<file path="src/rtl/lzw_backward_pkg.sv">
// Shared definitions for the LZW backward reverse sequencer: state encoding,
// string-length limits and the default credit threshold.
package lzw_backward_pkg;

    typedef enum logic [0:0] {
        ST_IDLE   = 1'b0,
        ST_STREAM = 1'b1
    } lzw_state_e;

    localparam int unsigned LEN_W             = 5;
    localparam int unsigned MAX_STR_LEN       = 31;
    localparam int unsigned OCC_LIMIT_DEFAULT = 768;

    // Strings of two or more bytes need the byte-reverse block to flip them.
    function automatic logic needs_reverse(input logic [LEN_W-1:0] len);
        return (len >= 5'd2);
    endfunction

    function automatic logic [1:0] err_events(input logic a, input logic b);
        return {1'b0, a} + {1'b0, b};
    endfunction

endpackage

</file>
<file path="src/rtl/lzw_backward_reverse_ctrl_if.sv">
// Stream bus between the dictionary walker, this sequencer and the byte-reverse block.
interface lzw_backward_reverse_ctrl_if;
    import lzw_backward_pkg::*;

    logic [LEN_W-1:0] I_str_len;
    logic             I_str_len_en;
    logic [7:0]       I_str_data;
    logic             I_str_data_en;
    logic             I_out_data_en;
    logic             O_ready;
    logic [7:0]       O_dictionary_recv_data;
    logic             O_dictionary_recv_data_en;
    logic             O_reverse_byte_flag;
    logic [LEN_W-1:0] O_reverse_byte_num;
    logic             O_reverse_byte_num_wren;

    modport slave (
        input  I_str_len, I_str_len_en, I_str_data, I_str_data_en, I_out_data_en,
        output O_ready, O_dictionary_recv_data, O_dictionary_recv_data_en,
               O_reverse_byte_flag, O_reverse_byte_num, O_reverse_byte_num_wren
    );

    modport master (
        output I_str_len, I_str_len_en, I_str_data, I_str_data_en, I_out_data_en,
        input  O_ready, O_dictionary_recv_data, O_dictionary_recv_data_en,
               O_reverse_byte_flag, O_reverse_byte_num, O_reverse_byte_num_wren
    );

endinterface

</file>
<file path="src/rtl/lzw_occ_credit.sv">
// Bytes-in-flight counter toward the byte-reverse FIFOs and the registered
// ready decision that keeps room for one maximum-length string.
module lzw_occ_credit
    import lzw_backward_pkg::*;
#(
    parameter int unsigned OCC_LIMIT = OCC_LIMIT_DEFAULT,
    parameter int unsigned OCC_W     = 11
) (
    input  logic clk,
    input  logic rst_n,
    input  logic inc,
    input  logic dec,
    input  logic idle,
    output logic ready,
    output logic underflow
);

    logic [OCC_W-1:0] occ_q, occ_d;
    logic             ready_q, ready_d;
    logic             under_s;

    // Next occupancy with saturation at both ends; ready follows the current count.
    always_comb begin
        occ_d   = occ_q;
        under_s = 1'b0;
        if (inc && !dec) begin
            if (occ_q != {OCC_W{1'b1}}) begin
                occ_d = occ_q + {{(OCC_W-1){1'b0}}, 1'b1};
            end else begin
                occ_d = occ_q;
            end
        end else if (dec && !inc) begin
            if (occ_q == {OCC_W{1'b0}}) begin
                under_s = 1'b1;
            end else begin
                occ_d = occ_q - {{(OCC_W-1){1'b0}}, 1'b1};
            end
        end else begin
            occ_d = occ_q;
        end
        ready_d = idle &&
                  (({1'b0, occ_q} + (OCC_W+1)'(MAX_STR_LEN)) <= (OCC_W+1)'(OCC_LIMIT));
    end

    // Occupancy and ready registers.
    always_ff @(posedge clk or negedge rst_n) begin
        if (!rst_n) begin
            occ_q   <= {OCC_W{1'b0}};
            ready_q <= 1'b1;
        end else begin
            occ_q   <= occ_d;
            ready_q <= ready_d;
        end
    end

    assign ready     = ready_q;
    assign underflow = under_s;

endmodule

</file>
<file path="src/rtl/lzw_backward_reverse_ctrl.sv">
// Sequencer feeding lzw_backward_byte_reverse: one header then its bytes,
// with reverse-count writes, credit backpressure and per-stream statistics.
module lzw_backward_reverse_ctrl
    import lzw_backward_pkg::*;
#(
    parameter int unsigned OCC_LIMIT = OCC_LIMIT_DEFAULT,
    parameter int unsigned OCC_W     = 11,
    parameter int unsigned STAT_W    = 32
) (
    input  logic                            I_sys_clk,
    input  logic                            I_sys_rst_n,
    input  logic                            I_state_clr,
    lzw_backward_reverse_ctrl_if.slave      bus,
    output logic [STAT_W-1:0]               O_str_cnt,
    output logic [STAT_W-1:0]               O_byte_cnt,
    output logic [STAT_W-1:0]               O_rev_str_cnt,
    output logic [STAT_W-1:0]               O_err_cnt,
    output logic                            O_err
);

    lzw_state_e       state_q, state_d;
    logic [LEN_W-1:0] rem_q, rem_d, len_q, len_d, num_q, num_d;
    logic             rev_q, rev_d, first_q, first_d;
    logic [7:0]       data_q, data_d;
    logic             den_q, den_d, flag_q, flag_d, wren_q, wren_d;
    logic [STAT_W-1:0] str_q, str_d, byte_q, byte_d, revc_q, revc_d, errc_q, errc_d;
    logic             err_q, err_d;
    logic             fwd_s, perr_s, hdr_ok_s, ready_s, under_s;
    logic [1:0]       err_inc_s;

    lzw_occ_credit #(.OCC_LIMIT(OCC_LIMIT), .OCC_W(OCC_W)) u_occ (
        .clk       (I_sys_clk),
        .rst_n     (I_sys_rst_n),
        .inc       (fwd_s),
        .dec       (bus.I_out_data_en),
        .idle      (state_q == ST_IDLE),
        .ready     (ready_s),
        .underflow (under_s)
    );

    // Header/byte protocol, forwarding decision and next output values.
    always_comb begin
        state_d  = state_q;
        rem_d    = rem_q;
        len_d    = len_q;
        rev_d    = rev_q;
        first_d  = first_q;
        fwd_s    = 1'b0;
        perr_s   = 1'b0;
        hdr_ok_s = 1'b0;
        wren_d   = 1'b0;
        case (state_q)
            ST_IDLE: begin
                if (bus.I_str_len_en) begin
                    if (bus.I_str_len == 5'd0) begin
                        perr_s = 1'b1;
                    end else begin
                        // Accepted even without credit, but the overrun is recorded.
                        hdr_ok_s = 1'b1;
                        perr_s   = !ready_s;
                        state_d  = ST_STREAM;
                        rem_d    = bus.I_str_len;
                        len_d    = bus.I_str_len;
                        rev_d    = needs_reverse(bus.I_str_len);
                        first_d  = needs_reverse(bus.I_str_len);
                        fwd_s    = bus.I_str_data_en;
                    end
                end else if (bus.I_str_data_en) begin
                    perr_s = 1'b1;
                end else begin
                    perr_s = 1'b0;
                end
            end
            ST_STREAM: begin
                if (bus.I_str_len_en) begin
                    perr_s  = 1'b1;
                    state_d = ST_IDLE;
                    first_d = 1'b0;
                end else begin
                    fwd_s = bus.I_str_data_en;
                end
            end
            default: begin
                state_d = ST_IDLE;
            end
        endcase
        if (fwd_s) begin
            wren_d  = first_d;
            first_d = 1'b0;
            if (rem_d == 5'd1) begin
                state_d = ST_IDLE;
            end else begin
                state_d = state_d;
            end
            rem_d = rem_d - 5'd1;
        end else begin
            wren_d = 1'b0;
        end
        den_d  = fwd_s;
        data_d = fwd_s ? bus.I_str_data : data_q;
        num_d  = wren_d ? len_d : num_q;
        flag_d = (fwd_s || (state_d == ST_STREAM)) ? rev_d : 1'b0;

        err_inc_s = err_events(perr_s, under_s);
        if (I_state_clr) begin
            str_d  = {STAT_W{1'b0}};
            byte_d = {STAT_W{1'b0}};
            revc_d = {STAT_W{1'b0}};
            errc_d = {STAT_W{1'b0}};
            err_d  = 1'b0;
        end else begin
            str_d  = str_q  + {{(STAT_W-1){1'b0}}, hdr_ok_s};
            byte_d = byte_q + {{(STAT_W-1){1'b0}}, fwd_s};
            revc_d = revc_q + {{(STAT_W-1){1'b0}}, hdr_ok_s && rev_d};
            errc_d = errc_q + {{(STAT_W-2){1'b0}}, err_inc_s};
            err_d  = err_q || (err_inc_s != 2'd0);
        end
    end

    // FSM, registered outputs and statistics.
    always_ff @(posedge I_sys_clk or negedge I_sys_rst_n) begin
        if (!I_sys_rst_n) begin
            state_q <= ST_IDLE;
            rem_q   <= 5'd0;
            len_q   <= 5'd0;
            rev_q   <= 1'b0;
            first_q <= 1'b0;
            data_q  <= 8'd0;
            den_q   <= 1'b0;
            flag_q  <= 1'b0;
            num_q   <= 5'd0;
            wren_q  <= 1'b0;
            str_q   <= {STAT_W{1'b0}};
            byte_q  <= {STAT_W{1'b0}};
            revc_q  <= {STAT_W{1'b0}};
            errc_q  <= {STAT_W{1'b0}};
            err_q   <= 1'b0;
        end else begin
            state_q <= state_d;
            rem_q   <= rem_d;
            len_q   <= len_d;
            rev_q   <= rev_d;
            first_q <= first_d;
            data_q  <= data_d;
            den_q   <= den_d;
            flag_q  <= flag_d;
            num_q   <= num_d;
            wren_q  <= wren_d;
            str_q   <= str_d;
            byte_q  <= byte_d;
            revc_q  <= revc_d;
            errc_q  <= errc_d;
            err_q   <= err_d;
        end
    end

    assign bus.O_ready                   = ready_s;
    assign bus.O_dictionary_recv_data    = data_q;
    assign bus.O_dictionary_recv_data_en = den_q;
    assign bus.O_reverse_byte_flag       = flag_q;
    assign bus.O_reverse_byte_num        = num_q;
    assign bus.O_reverse_byte_num_wren   = wren_q;
    assign O_str_cnt     = str_q;
    assign O_byte_cnt    = byte_q;
    assign O_rev_str_cnt = revc_q;
    assign O_err_cnt     = errc_q;
    assign O_err         = err_q;

endmodule

</file>
<file path="src/flat_wrapper.sv">
// flat-port wrapper written by rule: the top's interface ports become plain ports
module lzw_backward_reverse_ctrl_flat import lzw_backward_pkg::*;
#(
    parameter int unsigned OCC_LIMIT = OCC_LIMIT_DEFAULT,
    parameter int unsigned OCC_W     = 11,
    parameter int unsigned STAT_W    = 32
)
  (I_sys_clk, I_sys_rst_n, I_state_clr, O_str_cnt, O_byte_cnt, O_rev_str_cnt, O_err_cnt, O_err, bus_I_str_len, bus_I_str_len_en, bus_I_str_data, bus_I_str_data_en, bus_I_out_data_en, bus_O_ready, bus_O_dictionary_recv_data, bus_O_dictionary_recv_data_en, bus_O_reverse_byte_flag, bus_O_reverse_byte_num, bus_O_reverse_byte_num_wren);
  lzw_backward_reverse_ctrl_if bus_i ();
  input  logic I_sys_clk;
  input  logic I_sys_rst_n;
  input  logic I_state_clr;
  output logic [STAT_W-1:0] O_str_cnt;
  output logic [STAT_W-1:0] O_byte_cnt;
  output logic [STAT_W-1:0] O_rev_str_cnt;
  output logic [STAT_W-1:0] O_err_cnt;
  output logic O_err;
  input wire logic [$bits(bus_i.I_str_len)-1:0] bus_I_str_len;
  input wire logic [$bits(bus_i.I_str_len_en)-1:0] bus_I_str_len_en;
  input wire logic [$bits(bus_i.I_str_data)-1:0] bus_I_str_data;
  input wire logic [$bits(bus_i.I_str_data_en)-1:0] bus_I_str_data_en;
  input wire logic [$bits(bus_i.I_out_data_en)-1:0] bus_I_out_data_en;
  output wire logic [$bits(bus_i.O_ready)-1:0] bus_O_ready;
  output wire logic [$bits(bus_i.O_dictionary_recv_data)-1:0] bus_O_dictionary_recv_data;
  output wire logic [$bits(bus_i.O_dictionary_recv_data_en)-1:0] bus_O_dictionary_recv_data_en;
  output wire logic [$bits(bus_i.O_reverse_byte_flag)-1:0] bus_O_reverse_byte_flag;
  output wire logic [$bits(bus_i.O_reverse_byte_num)-1:0] bus_O_reverse_byte_num;
  output wire logic [$bits(bus_i.O_reverse_byte_num_wren)-1:0] bus_O_reverse_byte_num_wren;
  assign bus_i.I_str_len = bus_I_str_len;
  assign bus_i.I_str_len_en = bus_I_str_len_en;
  assign bus_i.I_str_data = bus_I_str_data;
  assign bus_i.I_str_data_en = bus_I_str_data_en;
  assign bus_i.I_out_data_en = bus_I_out_data_en;
  assign bus_O_ready = bus_i.O_ready;
  assign bus_O_dictionary_recv_data = bus_i.O_dictionary_recv_data;
  assign bus_O_dictionary_recv_data_en = bus_i.O_dictionary_recv_data_en;
  assign bus_O_reverse_byte_flag = bus_i.O_reverse_byte_flag;
  assign bus_O_reverse_byte_num = bus_i.O_reverse_byte_num;
  assign bus_O_reverse_byte_num_wren = bus_i.O_reverse_byte_num_wren;
  lzw_backward_reverse_ctrl #(.OCC_LIMIT(OCC_LIMIT), .OCC_W(OCC_W), .STAT_W(STAT_W)) u_core (.I_sys_clk(I_sys_clk), .I_sys_rst_n(I_sys_rst_n), .I_state_clr(I_state_clr), .bus(bus_i), .O_str_cnt(O_str_cnt), .O_byte_cnt(O_byte_cnt), .O_rev_str_cnt(O_rev_str_cnt), .O_err_cnt(O_err_cnt), .O_err(O_err));
endmodule
</file>
<file path="config.mk">
export PLATFORM = sky130hd
export DESIGN_NAME = lzw_backward_reverse_ctrl_flat
export DESIGN_NICKNAME = d
export VERILOG_FILES = /design/src/rtl/lzw_backward_pkg.sv /design/src/rtl/lzw_backward_reverse_ctrl_if.sv /design/src/rtl/lzw_occ_credit.sv /design/src/rtl/lzw_backward_reverse_ctrl.sv /design/src/flat_wrapper.sv
export SDC_FILE = /design/constraint.sdc
export NUM_CORES = 1
export LEC_CHECK = 0
export ABC_AREA = 0
export CORE_MARGIN = 2
export CORE_UTILIZATION = 55
export DETAILED_ROUTE_END_ITERATION = 8
export MAX_ROUTING_LAYER = met4
export PLACE_DENSITY = 0.84
export SYNTH_ARGS = -nofsm -noshare
export SYNTH_HDL_FRONTEND = slang
export SYNTH_SLANG_ARGS = --single-unit
</file>
<file path="constraint.sdc">
create_clock -name I_sys_clk -period 8.08 [get_ports I_sys_clk]
set_input_delay 1.616 -clock I_sys_clk [delete_from_list [all_inputs] [get_ports I_sys_clk]]
set_output_delay 1.616 -clock I_sys_clk [all_outputs]
set_load 0.005 [all_outputs]
</file>
* Yosys cells after proc, flatten, opt, wreduce, memory -nomap -nowiden
Cells that the tools add are included. Widths: inputs -> output; s select.
Word-level totals: bits in registers 170, input port bits 19, output and inout port bits 146, word-level logic and storage cells 92
Cells by class: add/subtract/negate cells 9, magnitude comparators 2, eq/ne operators 4, multiplexer cells 45, bitwise operators 1, reductions and logical operators 14
Operators with widths (number):
- $mux 32 | 4
- $add 32x1->32 | 3
- $mux 11 | 4
- $mux 5 | 7
- $add 32x2->32 | 1
- $mux 1 | 26
- $add 11x5->12 const B | 1
- $le 12x10->1 const B | 1
- $add 11x1->11 const B | 1
- $logic_not 11->1 | 1
- $ne 11x11->1 const B | 1
- $sub 11x1->11 const B | 1
- $pmux 1 s2 | 4
- $eq 5x1->1 const B | 1
- $ge 5x2->1 const B | 1
- $logic_not 5->1 | 1
- $sub 5x1->5 const B | 1
- $logic_and 1x1->1 | 4
- $reduce_bool 2->1 | 2
- $logic_not 1->1 | 3
- $reduce_and 3->1 | 1
- $add 1x1->2 | 1
- $logic_or 1x1->1 | 2
- $ne 2x1->1 const B | 1
- other kinds (2) | 2

* Logic depth before layout (Yosys ltp)
Gate-level depths: netlist of the first run.
depth in word-level cells 12, gate-level depth with buffers 13

* Hierarchy
From an unflattened synthesis of the first run, not the netlist that was laid out.
Unflattened totals: cells, all modules 853, area, all modules 8703.3 um^2
By module, submodules not included:
- lzw_backward_reverse_ctrl | instances 1, cells each 749, area each 7692.4 um^2, sequential area each 3953.8 um^2
- lzw_occ_credit | instances 1, cells each 104, area each 1011.0 um^2, sequential area each 301.5 um^2

* Worst setup path before layout of the first run
Ideal clock, no wire load.
path kind input to register, start point in bus_I_str_len[4], end point reg u_core.u_occ.occ_q[9], library setup time 0.126 ns, arrival 4.564 ns, slack 3.390 ns, stages 11, cell sequence or4_4 -> o311ai_4 -> inv_1 -> clkbuf_1 -> nand2_1 -> ha_1 -> a21oi_1 -> o211ai_1 -> o41ai_1 -> nor3_1 -> o32a_1
Between the ends: word-level cells in the longest chain between the ends 8
RTL lines:
- from (decl) | RTL line flat_wrapper.sv:18 | input wire logic [$bits(bus_i.I_str_len)-1:0] bus_I_str_len;
- $logic_not 5->1 * | RTL line lzw_backward_reverse_ctrl.sv:55 | if (bus.I_str_len == 5'd0) begin
- $mux 1 * | RTL line lzw_backward_reverse_ctrl.sv:55
- $mux 1 * | RTL line lzw_backward_reverse_ctrl.sv:54 | if (bus.I_str_len_en) begin
- $pmux 1 s2 * | RTL line lzw_backward_reverse_ctrl.sv:52 | case (state_q)
- net u_core.den_d | RTL line lzw_backward_reverse_ctrl.sv:25 | logic den_q, den_d, flag_q, flag_d, wren_q, wren_d;
- $logic_not 1->1 | RTL line lzw_occ_credit.sv:32 | end else if (dec && !inc) begin
- $logic_and 1x1->1 | RTL line lzw_occ_credit.sv:32
- $reduce_bool 2->1 (no line)
- $reduce_and 3->1 (no line)
- to (signal assigned) | RTL line lzw_occ_credit.sv:48 | occ_q <= {OCC_W{1'b0}};
- to (decl) | RTL line lzw_occ_credit.sv:18 | logic [OCC_W-1:0] occ_q, occ_d;
The timed path passes the listed nets; every way through them passes the cells marked *. A chain may end at the register's enable or synchronous reset.

* Worst setup path in the final report of the first run
start point in bus_I_str_len[3], end point reg u_core.u_occ.occ_q[9]
Between the ends: word-level cells in the longest chain between the ends 8
RTL lines (RTL line):
- $logic_not 5->1 * | lzw_backward_reverse_ctrl.sv:55
- $mux 1 * | lzw_backward_reverse_ctrl.sv:55
- $mux 1 * | lzw_backward_reverse_ctrl.sv:54
- $pmux 1 s2 * | lzw_backward_reverse_ctrl.sv:52
- $logic_not 1->1 | lzw_occ_credit.sv:32
- $logic_and 1x1->1 | lzw_occ_credit.sv:32
- $reduce_bool 2->1 (no line)
- $reduce_and 3->1 (no line)
Mark *: on every way between the ends. The rest lies on a longest branch, timed or not.

==> flow_metrics.tcl, run 1 <==
set metrics [dict create \
    cpPeakStageDelay_ns 0.74 \
    viasPerCell 5.73 \
    reg2reg_depth 10 \
    ys_types 51 \
    tns_ns 0 \
    numPortBuffers 164 \
    synth_cells 871 \
    worstPathRequired_ns 8.45 \
    antenna_cells 0 \
    antenna_found_initial 0 \
    endpoint_kind "register" \
    synth_largest_area_cell "dfrtp_1" \
    worstSetupStartpointType "input pin" \
    min_path_type "reg -> reg" \
    worstReg2RegStart "u_core.state_q$_DFF_PN0_" \
    fin_crit_ns 5.52 \
    cp_num_buf_inv 2 \
    dpl.hpwl_mm 13.6 \
    fmax_mhz 181 \
    chipWidth_um 128 \
    synth.top_cell.area_share 0.497 \
    start_util 0.562 \
    path_cells "clkdlybuf4s50_1 -> or4_4 -> o311ai_4 -> inv_1 -> nand2_1 -> ha_1 -> a21oi_1 -> o211ai_1 -> o41ai_1 -> nor4bb_1 -> o32a_1" \
    cts_setup_buffers 0 \
    worstHoldStart "u_core.bus.O_dictionary_recv_data[3]$_DFFE_PN0P_" \
    die_y_um 128 \
    post_cts_resized 0 \
    critPathSlowestCell "o311ai_4" \
    dp_slack_ns 2.14 \
    ys.flop_type "dfrtp_1" \
    yosys_warnings 0 \
    grt_use_total 0.258 \
    cts_buffers 17 \
    cts_buffer_depth 2 \
    maxCapViolCount 0 \
    p_leak_nw 4.46 \
    vdd_ir_drop_max_v 0.000195 \
    die-area_um2 16500 \
    final_common_cell "dfrtp_1" \
    synthArstFlopShare 1.00 \
    ys_top_cells_by_area "dfrtp_1 50%, xnor2_1 6.6%, nor2_1 4.8%" \
    total_power_mw 2.36 \
    final_nets 1071 \
    cp.arrival_ns 5.89 \
    slew_headroom 0.375 \
    startpoint "bus_I_str_len[3]" \
    cp_num_cells 11 \
    areaGrowthSynthToFinish_pct 27.5 \
    routed_wl_mm 19.9 \
    synth_edf_count 0 \
    rows 45 \
    io_pins 165 \
    fin_ws_ns 2.56 \
    syn-num-nets 913 \
    syn_area_um2 8520 \
    layout_common_cells "169 x dfrtp_1, 162 x clkdlybuf4s50_1, 109 x nor2_1, 69 x nand2_1, 64 x xnor2_1" \
    hold_buffers 0 \
    seq_area_frac_synth 0.500 \
    ant_nets 0 \
    rsz0062_at_grt "false" \
    synth_area_per_cell_um2 9.78 \
    maxSlewViolCount 0 \
    core-area_um2 15100 \
    clockRootBuffer "clkbuf_16" \
    hold-path-cell-count 2 \
    grt_pass1_vias 6679 \
    clock-skew-final_ns 0.0102 \
    avgRoutedWirePerCell_um 16.1 \
    cts_tree "built" \
    place.gp.congestion 0.894 \
    overflow 0 \
    vias 7050 \
    grt_max_degree 96 \
    multi_input_area_um2 4010 \
    period_share 0.683 \
    drcViolationCount 0 \
    worst_pin_slew_ns 0.937 \
    drtIter0Drc 540 \
    path_class "in -> reg" \
    p_per_area_nw_per_um2 217 \
    seq_area_um2 4260 \
    final_hold_viol_count 0 \
    cp_top_family "compound AO/OA/AOI/OAI gates" \
    clock_latency_ns 0.44 \
    drive_gt1_frac 0.0566 \
    finalSetupViolCount 0 \
    path_clk_slew_ns 0.07 \
    status "finished, final reports clean" \
    htreeDepth 4 \
    ys_ff_latch 170 \
    firstDrtPassIters 5 \
    critPathMaxFanout 19 \
    grt_pass1_wl_mm 33.1 \
    clock_sinks 170 \
    n_fill_cell 1126 \
]
## registers in the layout, summed over array words and instances, names as in the netlist
register,count
u_core.O_err,1
u_core.O_str_cnt,32
u_core.O_rev_str_cnt,32
u_core.O_err_cnt,32
u_core.bus.O_dictionary_recv_data_en,1
u_core.len_q,5
u_core.first_q,1
u_core.u_occ.occ_q,11
u_core.bus.O_reverse_byte_flag,1
u_core.rev_q,1
u_core.bus.O_dictionary_recv_data,8
u_core.rem_q,5
u_core.bus.O_reverse_byte_num_wren,1
u_core.state_q,1
u_core.u_occ.ready,1
u_core.O_byte_cnt,32
u_core.bus.O_reverse_byte_num,5
## worst register-to-register path: stages, from the launching register on
cell and delay (ns):
dfrtp_1 0.45, nor2b_1 0.23, o311ai_4 0.70, inv_1 0.38, nand2_1 0.43, ha_1 0.31, a21oi_1 0.18, o211ai_1 0.15
o41ai_1 0.52, nor4bb_1 0.31, o32a_1 0.20
## worst paths after layout
| path | endpoint | slack, ns |
|---|---|---|
| max in group asynchronous | u_core.O_str_cnt[0]$_DFF_PN0_ | 5.33 |
| max | u_core.u_occ.occ_q[9]$_DFFE_PN0P_ | 2.56 |
| max reg2reg | u_core.u_occ.occ_q[9]$_DFFE_PN0P_ | 4.16 |
| min reg2reg | u_core.bus.O_dictionary_recv_data[3]$_DFFE_PN0P_ | 0.49 |
| min in group asynchronous | u_core.O_byte_cnt[15]$_DFF_PN0_ | 1.28 |
| min | u_core.bus.O_dictionary_recv_data[3]$_DFFE_PN0P_ | 0.49 |
## through the flow
| step | cells | instance area (µm²) | hold slack (ns) | utilization |
|---|---|---|---|---|
| global placement | 1198 | 10300 | 0.466 | 0.680 |
| CTS | 1230 | 10900 | 0.494 | 0.717 |
| floorplan | 871 | 8520 | 0.451 | - |
| global route | 1230 | 10900 | 0.520 | 0.717 |
| detailed placement | 1198 | 10300 | 0.470 | 0.680 |
| finish | 1230 | 10900 | 0.489 | 0.717 |
## synthesized netlist by cell type (all sizes together), types with 2 or more instances
master,instances
a21o,5
a21oi,36
a22o,7
a22oi,2
a31o,3
and2,6
and3,12
and4,18
buf,2
clkbuf,26
dfrtp,169
fa,2
ha,21
inv,37
mux2,11
mux2i,2
nand2,69
nand2b,4
nand3,47
nand3b,2
nand4,27
nor2,109
nor2b,17
nor3,24
nor3b,2
nor4,21
o2111ai,2
o211ai,3
o21a,2
o21ai,33
o31ai,4
or2,2
or3,24
or4,9
xnor2,64
xor2,37
## power breakdown
part / total, mW / switching (mW) / internal, mW
combinational: 0.549 / 0.273 / 0.276
clock: 0.774 / 0.370 / 0.404
sequential: 1.03 / 0.0830 / 0.951
total: 2.36 / 0.727 / 1.63
## layer usage
| metal | vias to the layer above | track usage | part of all wire |
|---|---|---|---|
| met3 | 25 | 0.0570 | 0.069 |
| met4 | 0 | 0.0782 | 0.015 |
| met1 | 3427 | 0.341 | 0.44 |
| met5 | - | - | 0 |
| li1 | 3364 | - | - |
| met2 | 234 | 0.402 | 0.48 |
## area by class of cell
class / instances / area share
Sequential cell: 170 / 0.392
Multi-Input combinational cell: 636 / 0.369
Timing Repair Buffer: 167 / 0.153
Clock buffer: 17 / 0.0392
Tap cell: 188 / 0.0217
Inverter: 37 / 0.0128
Clock inverter: 15 / 0.0119
## cells by family (layout without fill, tap and decap cells)
logic type	count (synthesis)	in the layout	share of synthesized area
AO/OA/AOI/OAI	105	105	0.0780
flip-flops	170	170	0.500
adder cells (fa/ha/maj)	23	23	0.0356
AND/OR/NAND/NOR	394	394	0.236
multiplexers	13	13	0.0169
XOR/XNOR	101	101	0.104
buffers and inverters	65	236	0.0297
(Power assumes the default switching activity.)
==> inputs of run 2 (changes only) <==
--- a/config.mk
+++ b/config.mk
@@ -7,10 +7,10 @@
 export LEC_CHECK = 0
 export ABC_AREA = 0
 export CORE_MARGIN = 2
-export CORE_UTILIZATION = 55
+export CORE_UTILIZATION = 52
 export DETAILED_ROUTE_END_ITERATION = 8
 export MAX_ROUTING_LAYER = met4
-export PLACE_DENSITY = 0.84
+export PLACE_DENSITY = 0.8
 export SYNTH_ARGS = -nofsm -noshare
 export SYNTH_HDL_FRONTEND = slang
 export SYNTH_SLANG_ARGS = --single-unit
==> constraint.sdc (replaced) <==
create_clock -name I_sys_clk -period 5.2 [get_ports I_sys_clk]
set_input_delay 1.04 -clock I_sys_clk [delete_from_list [all_inputs] [get_ports I_sys_clk]]
set_output_delay 1.04 -clock I_sys_clk [all_outputs]
set_load 0.005 [all_outputs]
==> flow_metrics.tcl, run 2 (same netlist as run 1, synthesis figures left out) <==
set metrics [dict create \
    r2r_setup_slack_ns 1.80 \
    fmax_mhz 229 \
    startpoint "bus_I_str_len[4]" \
    maxCapViolCount 0 \
    layout_common_cells "169 x dfrtp_1, 162 x clkdlybuf4s50_1, 109 x nor2_1, 69 x nand2_1, 64 x xnor2_1" \
    clockRootBuffer "clkbuf_16" \
    final_common_cell "dfrtp_1" \
    firstDrtPassIters 5 \
    maxSlewViolCount 0 \
    p_leak_nw 4.52 \
    viasPerCell 5.51 \
    critPathMaxFanout 9 \
    start_util 0.534 \
    htreeDepth 4 \
    drtIter0Drc 540 \
    tns_ns 0 \
    vdd_ir_drop_max_v 0.000260 \
    io_pins 165 \
    period_share 0.839 \
    p_sw_frac 0.286 \
    numPortBuffers 164 \
    cts_tree "built" \
    worst_pin_slew_ns 0.903 \
    worstReg2RegEnd "u_core.O_byte_cnt[28]$_DFF_PN0_" \
    slew_headroom 0.398 \
    worstHoldStart "u_core.bus.O_dictionary_recv_data[3]$_DFFE_PN0P_" \
    final_cell_area_um2 11000 \
    clock_latency_ns 0.43 \
    fin_crit_ns 4.36 \
    dpl.hpwl_mm 13.6 \
    worstReg2RegStart "u_core.state_q$_DFF_PN0_" \
    die_y_um 132 \
    clock-skew-final_ns 0.0126 \
    drive_gt1_frac 0.0602 \
    worstSetupStartpointType "input pin" \
    path_clk_slew_ns 0.07 \
    grt_pass1_wl_mm 34.0 \
    clock_sinks 170 \
    vias 6950 \
    finalSetupViolCount 0 \
    grt_use_total 0.246 \
    worstPathRequired_ns 5.52 \
    cp.arrival_ns 4.68 \
    cts_buffer_depth 2 \
    total_power_mw 3.72 \
    endpoint_kind "register" \
    final_hold_viol_count 0 \
    core-area_um2 15900 \
    die-area_um2 17400 \
    min_path_type "reg -> reg" \
    final_nets 1077 \
    clock_power_share 0.337 \
    n_fill_cell 1237 \
    fin_ws_ns 0.836 \
    path_class "in -> reg" \
    overflow 0 \
    grt_pass1_vias 6584 \
    p_per_area_nw_per_um2 339 \
    hold_end "u_core.bus.O_dictionary_recv_data[3]$_DFFE_PN0P_" \
    pwr-share-seq 0.431 \
    placed_area_um2 10400 \
    antenna_found_initial 0 \
    grt_max_degree 171 \
    reg2reg_depth 11 \
    hold-path-cell-count 2 \
    areaGrowthSynthToFinish_pct 28.9 \
    status "finished, final reports clean" \
    hold_buffers 0 \
    post_cts_resized 0 \
    cts_setup_buffers 0 \
    antenna_cells 0 \
    cts_buffers 17 \
    chipWidth_um 132 \
    drcViolationCount 0 \
    dp_slack_ns 0.482 \
    rows 46 \
    avgRoutedWirePerCell_um 15.9 \
    ant_nets 0 \
    switching_power_mw 1.06 \
    p_int_mw 2.66 \
    place.gp.congestion 0.852 \
    share_comb_of_total_power 0.232 \
    routed_wl_mm 20.1 \
    rsz0062_at_grt "false" \
]
-- run 2: cell types whose count changed in the layout (fill, tap and decap cells not counted) --
cell        previous run  this run
buf_12                 0         1
inv_8                  3         0
inv_6                  6         1
buf_4                  4         9
clkinv_4               0         3
clkinv_2               1         3
bufinv_16              0         2
clkinvlp_4             5         1
clkbuf_8               0         3
-- run 2: critical path, cell delays in order --
cell and delay [ns]:
clkdlybuf4s50_1 0.46, or4_4 0.60, o21ai_2 0.31, inv_1 0.16
nand2_1 0.10, o21a_1 0.14, inv_1 0.05, ha_1 0.26
ha_1 0.17, a21o_1 0.19, nand3_1 0.25, nor3_1 0.55
a21oi_1 0.16, a31o_2 0.23
-- run 2: worst max-delay path by stage --
stage | end | slack, ns | cells past startpoint
floorplan | u_core.u_occ.occ_q[9]$_DFFE_PN0P_ | 1.09 | 11
global placement | u_core.O_err_cnt[27]$_DFF_PN0_ | 0.64 | 12
detailed placement | u_core.O_err_cnt[28]$_DFF_PN0_ | 0.48 | 14
CTS | u_core.O_err_cnt[27]$_DFF_PN0_ | 0.90 | 14
global route | u_core.O_err_cnt[30]$_DFF_PN0_ | 0.56 | 14
finish | u_core.O_err_cnt[27]$_DFF_PN0_ | 0.84 | 14
-- run 2: final cells by class --
class | count | area, µm² | area share
Clock buffer | 20 | 467 | 0.0425
Clock inverter | 10 | 118 | 0.0107
Inverter | 37 | 139 | 0.0127
Multi-Input combinational cell | 636 | 4010 | 0.365
Sequential cell | 170 | 4260 | 0.388
Tap cell | 216 | 270 | 0.0246
Timing Repair Buffer | 173 | 1720 | 0.157
-- run 2: routing by layer --
layer	track usage	vias to the layer above	part of all wire
li1	-	3355	-
met1	0.334	3382	0.45
met2	0.376	195	0.49
met3	0.0550	18	0.054
met4	0.0628	0	0.011
met5	-	-	0
-- run 2: power by group through the flow --
stage / clock network, mW / logic (mW) / registers, mW
finish: 1.25 / 0.864 / 1.60
global route: 1.34 / 0.967 / 1.63
CTS: 1.28 / 0.869 / 1.60
detailed placement: 0 / 0.853 / 1.62
global placement: 0 / 0.837 / 1.62
floorplan: 0 / 0.550 / 1.60
-- run 2: through the flow --
stage | hold WS, ns | std cells | util
detailed placement | 0.462 | 1232 | 0.652
floorplan | 0.451 | 871 | -
global route | 0.511 | 1262 | 0.689
CTS | 0.477 | 1262 | 0.689
finish | 0.474 | 1262 | 0.689
global placement | 0.457 | 1232 | 0.652
==> inputs of run 3 (changes only) <==
--- a/config.mk
+++ b/config.mk
@@ -7,10 +7,10 @@
 export LEC_CHECK = 0
 export ABC_AREA = 0
 export CORE_MARGIN = 2
-export CORE_UTILIZATION = 52
+export CORE_UTILIZATION = 47
 export DETAILED_ROUTE_END_ITERATION = 8
 export MAX_ROUTING_LAYER = met4
-export PLACE_DENSITY = 0.8
+export PLACE_DENSITY = 0.76
 export SYNTH_ARGS = -nofsm -noshare
 export SYNTH_HDL_FRONTEND = slang
 export SYNTH_SLANG_ARGS = --single-unit
==> constraint.sdc (replaced) <==
create_clock -name I_sys_clk -period 3.9 [get_ports I_sys_clk]
set_input_delay 0.78 -clock I_sys_clk [delete_from_list [all_inputs] [get_ports I_sys_clk]]
set_output_delay 0.78 -clock I_sys_clk [all_outputs]
set_load 0.005 [all_outputs]
==> flow_metrics.tcl, run 3 (same netlist as run 1, synthesis figures left out) <==
set metrics [dict create \
    status "finished, final reports clean" \
    antenna_cells 0 \
    vdd_ir_drop_max_v 0.000348 \
    cts_tree "built" \
    tns_ns 0 \
    endpoint_kind "register" \
    avgRoutedWirePerCell_um 15.6 \
    die_y_um 139 \
    min_path_type "in -> async" \
    clockRootBuffer "clkbuf_16" \
    final_nets 1117 \
    utilization 0.634 \
    cts_buffers 17 \
    critPathMaxFanout 8 \
    total_power_mw 5.10 \
    grt_pass1_wl_mm 34.4 \
    worst_pin_slew_ns 0.947 \
    io_pins 165 \
    cts_buffer_depth 2 \
    slew_headroom 0.369 \
    wl_met3_um 904 \
    dp.cells 1285 \
    clock_sinks 170 \
    fmax_mhz 274 \
    final_hold_viol_count 0 \
    p_per_area_nw_per_um2 451 \
    ant_nets 0 \
    p_leak_nw 4.72 \
    clock_latency_ns 0.43 \
    chipWidth_um 139 \
    finalSetupViolCount 0 \
    start_util 0.477 \
    cts_setup_buffers 0 \
    rows 49 \
    vias 7112 \
    fin_ws_ns 0.253 \
    drtIter0Drc 398 \
    timing.hold.ws_ns 0.382 \
    grt_use_total 0.223 \
    wl_met1_mm 9.37 \
    path_clk_slew_ns 0.07 \
    worstPathRequired_ns 4.17 \
    drcViolationCount 0 \
    final_cell_area_um2 11300 \
    post_cts_resized 0 \
    dpl.hpwl_mm 14.5 \
    period_share 0.935 \
    wl_met2_mm 9.89 \
    cpPeakStageDelay_ns 0.59 \
    maxSlewViolCount 0 \
    grt_pass1_vias 6850 \
    stdcell_count 1317 \
    die-area_um2 19200 \
    cp.arrival_ns 3.91 \
    areaGrowthSynthToFinish_pct 32.8 \
    maxCapViolCount 0 \
    grt_max_degree 92 \
    clock-skew-final_ns 0.0154 \
    dp_slack_ns -0.154 \
    place.gp.congestion 0.871 \
    antenna_found_initial 0 \
    hold_buffers 0 \
    final_common_cell "dfrtp_1" \
    placed_area_um2 10700 \
    routed_wl_mm 20.5 \
    viasPerCell 5.40 \
    drive_gt1_frac 0.0965 \
    path_class "in -> reg" \
    critPathSlowestCell "or4_4" \
    highest_layer "met4" \
    n_fill_cell 1475 \
    path_cells "clkdlybuf4s50_1 -> or4_4 -> o311ai_4 -> nand3_1 -> ha_1 -> ha_1 -> fa_1 -> nand3_1 -> nor4_1 -> xnor2_1 -> nor2_1" \
    numPortBuffers 164 \
    core-area_um2 17800 \
    firstDrtPassIters 5 \
    rsz0062_at_grt "false" \
    htreeDepth 4 \
    fin_crit_ns 3.65 \
    worstSetupStartpointType "input pin" \
    overflow 0 \
    layout_common_cells "169 x dfrtp_1, 162 x clkdlybuf4s50_1, 109 x nor2_1, 69 x nand2_1, 64 x xnor2_1" \
]
-- run 3: cell types whose count changed in the layout (fill, tap and decap cells not counted) --
cell / previous run / this run
buf_4: 9 / 49
clkbuf_8: 3 / 0
clkinv_2: 3 / 0
clkinv_4: 3 / 2
inv_6: 1 / 9
inv_8: 0 / 1
-- run 3: cell type report --
cell class / instances / area (µm²) / area share
timing repair buffer: 213 / 2020 / 0.179
inverter: 37 / 139 / 0.0123
clock buffer: 17 / 425 / 0.0376
multi-input combinational: 636 / 4010 / 0.354
clock inverter: 15 / 175 / 0.0155
sequential: 170 / 4260 / 0.376
tap: 229 / 287 / 0.0253
-- run 3: final timing paths --
path	start	slack [ns]	to	cells after the start
setup reg to reg	u_core.u_occ.occ_q[1]$_DFFE_PN0P_	0.82	u_core.O_err_cnt[24]$_DFF_PN0_	11
setup / recovery	bus_I_str_len[4]	0.25	u_core.O_err_cnt[24]$_DFF_PN0_	11
hold / removal	I_sys_rst_n	0.38	u_core.O_byte_cnt[13]$_DFF_PN0_	1
hold reg to reg	u_core.bus.O_dictionary_recv_data[7]$_DFFE_PN0P_	0.47	u_core.bus.O_dictionary_recv_data[7]$_DFFE_PN0P_	2
min in group I_sys_clk	u_core.bus.O_dictionary_recv_data[7]$_DFFE_PN0P_	0.47	u_core.bus.O_dictionary_recv_data[7]$_DFFE_PN0P_	2
max in group asynchronous	I_sys_rst_n	2.77	u_core.O_str_cnt[3]$_DFF_PN0_	2
-- run 3: worst max-delay path: cells and delay by family --
kind,cells,cell delay (ns)
AO/OA/AOI/OAI,1,0.31
buffers and inverters,1,0.43
AND/OR/NAND/NOR,5,1.54
XOR/XNOR,1,0.17
adder cells (fa/ha/maj),3,0.70
-- run 3: where the power goes --
part	total, mW	switching (mW)	internal [mW]
logic	1.24	0.579	0.657
registers	2.13	0.160	1.97
clock network	1.73	0.762	0.969
-- run 3: metal layers --
layer / track usage / vias up
li1: - / 3455
met1: 0.304 / 3459
met2: 0.346 / 172
met3: 0.0383 / 26
met4: 0.0677 / 0
met5: - / -
